**config.mk**
```make
export PLATFORM = sky130hd
export DESIGN_NAME = reg_file_wdemux_flat
export DESIGN_NICKNAME = d
export VERILOG_FILES = /design/src/rtl/reg_file_wdemux_if.sv /design/src/rtl/reg_file_wdemux.sv /design/src/flat_wrapper.sv
export SDC_FILE = /design/constraint.sdc
export NUM_CORES = 1
export LEC_CHECK = 0
export CORE_ASPECT_RATIO = 1.1
export CORE_MARGIN = 3
export CORE_UTILIZATION = 55
export CTS_BUF_LIST = sky130_fd_sc_hd__clkbuf_16
export DETAILED_ROUTE_END_ITERATION = 10
export PLACE_DENSITY = 0.77
export SLEW_MARGIN = 20
export SYNTH_ARGS = -nofsm -noshare
export SYNTH_HDL_FRONTEND = slang
export SYNTH_SLANG_ARGS = --single-unit
```
**constraint.sdc**
```tcl
create_clock -name clk -period 2.55 [get_ports clk]
set_input_delay 0.51 -clock clk [delete_from_list [all_inputs] [get_ports clk]]
set_output_delay 0.51 -clock clk [all_outputs]
set_load 0.01 [all_outputs]
```
**src/rtl/reg_file_wdemux_if.sv**
```systemverilog
// Register-file port bundle: write port, two read ports and the registered write one-hot image.
// The datapath side (master) drives addresses/data; the register file (slave) returns read data.
interface reg_file_wdemux_if #(
   parameter int DW = 16,
   parameter int AW = 4
);
   logic                 wr_en;
   logic [AW-1:0]        wr_addr;
   logic [DW-1:0]        wr_data;
   logic [AW-1:0]        rd_addr1;
   logic [AW-1:0]        rd_addr2;
   logic [DW-1:0]        rd_data1;
   logic [DW-1:0]        rd_data2;
   logic [(1<<AW)-1:0]   wr_onehot;

   modport master (
      output wr_en, wr_addr, wr_data, rd_addr1, rd_addr2,
      input  rd_data1, rd_data2, wr_onehot
   );

   modport slave (
      input  wr_en, wr_addr, wr_data, rd_addr1, rd_addr2,
      output rd_data1, rd_data2, wr_onehot
   );
endinterface

```
**src/rtl/reg_file_wdemux.sv**
```systemverilog
// 2^AW x DW register file, R0 hardwired to zero, one-hot write decode, two bypassing read ports.
// Reads are combinational (0 cycles), writes commit on the next edge; no backpressure, always accepts.
module reg_file_wdemux #(
   parameter int DW = 16,
   parameter int AW = 4
) (
   input  logic             clk,
   input  logic             rst_n,
   reg_file_wdemux_if.slave rf
);
   localparam int NR = 1 << AW;

   logic [NR-1:0] dec;
   logic [DW-1:0] regs [NR];

   // Bit 0 stays zero so R0 can never be written or flagged as committed.
   always_comb begin
      dec = '0;
      for (int i = 1; i < NR; i++) begin
         dec[i] = rf.wr_en && (rf.wr_addr == AW'(i));
      end
   end

   always_ff @(posedge clk or negedge rst_n) begin
      if (!rst_n) begin
         for (int i = 0; i < NR; i++) begin
            regs[i] <= '0;
         end
         rf.wr_onehot <= '0;
      end else begin
         for (int i = 1; i < NR; i++) begin
            if (dec[i]) begin
               regs[i] <= rf.wr_data;
            end
         end
         rf.wr_onehot <= dec;
      end
   end

   always_comb begin
      rf.rd_data1 = regs[rf.rd_addr1];
      if (rf.rd_addr1 == '0) begin
         rf.rd_data1 = '0;
      end else if (rf.wr_en && (rf.wr_addr == rf.rd_addr1)) begin
         rf.rd_data1 = rf.wr_data;
      end
   end

   always_comb begin
      rf.rd_data2 = regs[rf.rd_addr2];
      if (rf.rd_addr2 == '0) begin
         rf.rd_data2 = '0;
      end else if (rf.wr_en && (rf.wr_addr == rf.rd_addr2)) begin
         rf.rd_data2 = rf.wr_data;
      end
   end
endmodule

```
**src/flat_wrapper.sv**
```systemverilog
// flat-port wrapper written by rule: the top's interface ports become plain ports
module reg_file_wdemux_flat 
#(
   parameter int DW = 16,
   parameter int AW = 4
)
  (clk, rst_n, rf_wr_en, rf_wr_addr, rf_wr_data, rf_rd_addr1, rf_rd_addr2, rf_rd_data1, rf_rd_data2, rf_wr_onehot);
  reg_file_wdemux_if #(.DW(DW), .AW(AW)) rf_i ();
  input  logic clk;
  input  logic rst_n;
  input wire logic [$bits(rf_i.wr_en)-1:0] rf_wr_en;
  input wire logic [$bits(rf_i.wr_addr)-1:0] rf_wr_addr;
  input wire logic [$bits(rf_i.wr_data)-1:0] rf_wr_data;
  input wire logic [$bits(rf_i.rd_addr1)-1:0] rf_rd_addr1;
  input wire logic [$bits(rf_i.rd_addr2)-1:0] rf_rd_addr2;
  output wire logic [$bits(rf_i.rd_data1)-1:0] rf_rd_data1;
  output wire logic [$bits(rf_i.rd_data2)-1:0] rf_rd_data2;
  output wire logic [$bits(rf_i.wr_onehot)-1:0] rf_wr_onehot;
  assign rf_i.wr_en = rf_wr_en;
  assign rf_i.wr_addr = rf_wr_addr;
  assign rf_i.wr_data = rf_wr_data;
  assign rf_i.rd_addr1 = rf_rd_addr1;
  assign rf_i.rd_addr2 = rf_rd_addr2;
  assign rf_rd_data1 = rf_i.rd_data1;
  assign rf_rd_data2 = rf_i.rd_data2;
  assign rf_wr_onehot = rf_i.wr_onehot;
  reg_file_wdemux #(.DW(DW), .AW(AW)) u_core (.clk(clk), .rst_n(rst_n), .rf(rf_i));
endmodule
```
==> flow_metrics.tcl <==
set metrics [dict create \
    status "finished with violations" \
    violations "setup timing" \
    grt.total_usage_pct 33.8 \
    cp_max_fo 3 \
    routed_wl_mm 46.2 \
    synth_fp_nets 1162 \
    ys_ff_latch 255 \
    vias_per_cell 6.65 \
    dp_hpwl_mm 29.8 \
    start_util_pct 56.2 \
    drtAntennaViolNets 0 \
    drtIter0Drc 1356 \
    yosysTopAreaCell "dfrtp_1" \
    drt-pass1-iter-count 7 \
    antenna_found_initial 0 \
    wl_per_cell_um 27.3 \
    pin_count 79 \
    post-synth-top-count-cell "dfrtp_1" \
    rows 60 \
    dieArea_um2 27000 \
    drv_cap 0 \
    gr-total-overflow 0 \
    die_w_um 157 \
    clock_path_buffers 3 \
    period_share_pct 110 \
    syn_inst 1131 \
    ir_drop_mv 0.508 \
    core_um2 24500 \
    clk_pin_slew_ps 60 \
    area_growth_pct 29.9 \
    yosysTopAreaCellShare_pct 46.2 \
    post-route-min-period_ps 2810 \
    yosysUniqueCellTypes 36 \
    antenna_cells 0 \
    drc 0 \
    port_buffers 77 \
    die_h_um 172 \
    yosys_warnings 16 \
    clk_latency_ps 530 \
    nNetsFinal 1395 \
    vias 11300 \
    critPathLaunchType "flip-flop" \
    finalNonFillerCells 1694 \
    grt_pass1_wl_mm 68.8 \
    place_area_um2 16100 \
    leakage_nw 8.11 \
    tightest_slew_ps 587 \
    clock-sinks 255 \
    yosysSeqAreaShare_pct 46.2 \
    hold_violations 0 \
    power_density_nw_per_um2 746 \
    drive_above_1_share_pct 49.8 \
    multi_input_area_um2 7340 \
    worstHoldPathType "flip-flop to flip-flop" \
    gp_congestion 0.909 \
    final.setup.worst_slack_ps -264 \
    ff_latch_area_um2 6380 \
    fin_skew_ps 0 \
    synthArstFlopShare_pct 100 \
    critPathKind "flip-flop to primary output" \
    stdcell_area_um2 17900 \
    placed_cells 1584 \
    clock.fmax_mhz 355 \
    critPathArrivalTime_ps 2300 \
    clock-root-buffer "clkbuf_16" \
    rsz0062_at_grt "yes" \
    grt_max_degree 68 \
    tritoncts "yes" \
    power.total_mw 13.4 \
    htree_num_levels 1 \
    synth-edff-count 0 \
    end_kind "primary output" \
    max_slew_margin_pct 60.9 \
    synth_ff_type "dfrtp_1" \
    setup-violations-final 32 \
    synth.area.top_cells "dfrtp_1 (46%), mux4_2 (17%), mux2_2 (17%)" \
    syn_area_per_cell_um2 12.2 \
    syn-cell-area_um2 13800 \
    grt_pass1_vias 11400 \
    numCtsBuffers 27 \
    slew_viol_final 0 \
    synth.top_cells.by_count "dfrtp_1 (255), nand2_1 (244), mux2_2 (206)" \
    worstPathRequired_ps 2040 \
    num-fill-cells 1469 \
]
[sequential cells by signal, summed over array words and instances, names as in the netlist]
register / count
u_core.rf.wr_onehot: 15
u_core.regs: 240
[worst max-delay path: stages, from the launching register on]
cell and delay (ps):
dfrtp_1 410, mux4_2 480, mux4_2 530, nor2_1 140, nor3_1 60, buf_2 140
[kinds of logic after synthesis]
logic type	after synthesis	synth area share, %
AO/OA/AOI/OAI	61	3.69
XOR/XNOR	8	0.507
buffers and inverters	106	3.78
flip-flops	255	46.2
multiplexers	314	34.2
other	1	0.0272
AND/OR/NAND/NOR	386	11.5
[power breakdown]
part,leakage (nW),internal [mW],switching [mW],total (mW)
clock,0.458,2.42,1.65,4.06
combinational,4.47,2.17,1.54,3.71
sequential,3.19,4.91,0.699,5.61
[path summary, 6_finish.rpt]
path	to	slack, ps	cells past startpoint	start
min in group asynchronous	u_core.regs[32]	540	2	rst_n
min	u_core.regs[48]	500	2	u_core.regs[48]
max in group asynchronous	u_core.regs[141]	1250	3	rst_n
max	rf_rd_data2[11]	-260	5	u_core.regs[11]
max reg2reg	u_core.regs[9]	1540	3	u_core.regs[9]
min reg2reg	u_core.regs[48]	500	2	u_core.regs[48]
[routing by layer]
layer / vias to the layer above / track usage (%) / routed length, um
met4: 0 / 17.5 / 3140
met2: 845 / 55.6 / 22400
met3: 240 / 4.91 / 4370
met5: - / 0 / 0
li1: 4566 / - / -
met1: 5618 / 43.9 / 16300
[area by class of cell]
type                       instances  area share [%]
sequential                       255            35.6
clock buffer                      27            3.77
inverter                           6           0.126
tap                              310            2.16
multi-input combinational        770            40.9
timing repair buffer             304            16.2
clock inverter                    22            1.26
[cells in the final DEF, fill, tap and decap left out, types with 8 or more instances in the layout]
master / netlist / layout
mux2_4: 0 / 15
nor3_1: 48 / 31
nand2_1: 244 / 244
mux4_2: 106 / 106
buf_4: 3 / 171
buf_12: 0 / 35
clkinv_1: 4 / 11
clkbuf_16: 0 / 28
mux2_2: 206 / 191
a211oi_2: 0 / 9
nor2_2: 1 / 20
buf_6: 9 / 23
clkdlybuf4s50_1: 0 / 32
buf_2: 36 / 29
nor2_1: 65 / 45
dfrtp_1: 255 / 255
nor3_2: 0 / 15
a22o_1: 10 / 10
nor2b_1: 9 / 8
a221oi_1: 21 / 16
[repair_timing]
action / CTS / global route
buffers inserted: 44 / 17
endpoints found under the setup margin: 32 / 32
hold buffers: 1 / 0
pin swaps: 70 / 30
gates resized for setup: 238 / 26
endpoints found under the hold margin: 62 / 0
gates cloned: 1 / 1
[through the flow]
stage	utilization (%)	setup TNS [ps]	hold WS (ps)	setup slack (ps)
detailed placement	65.7	-21750	480	-856
global route	73.1	-5410	529	-306
finish	73.1	-4170	503	-264
global placement	65.7	-21270	473	-870
CTS	72.0	-3920	495	-224
floorplan	-	0	214	39.2
Power figures use the tool's default switching activity.
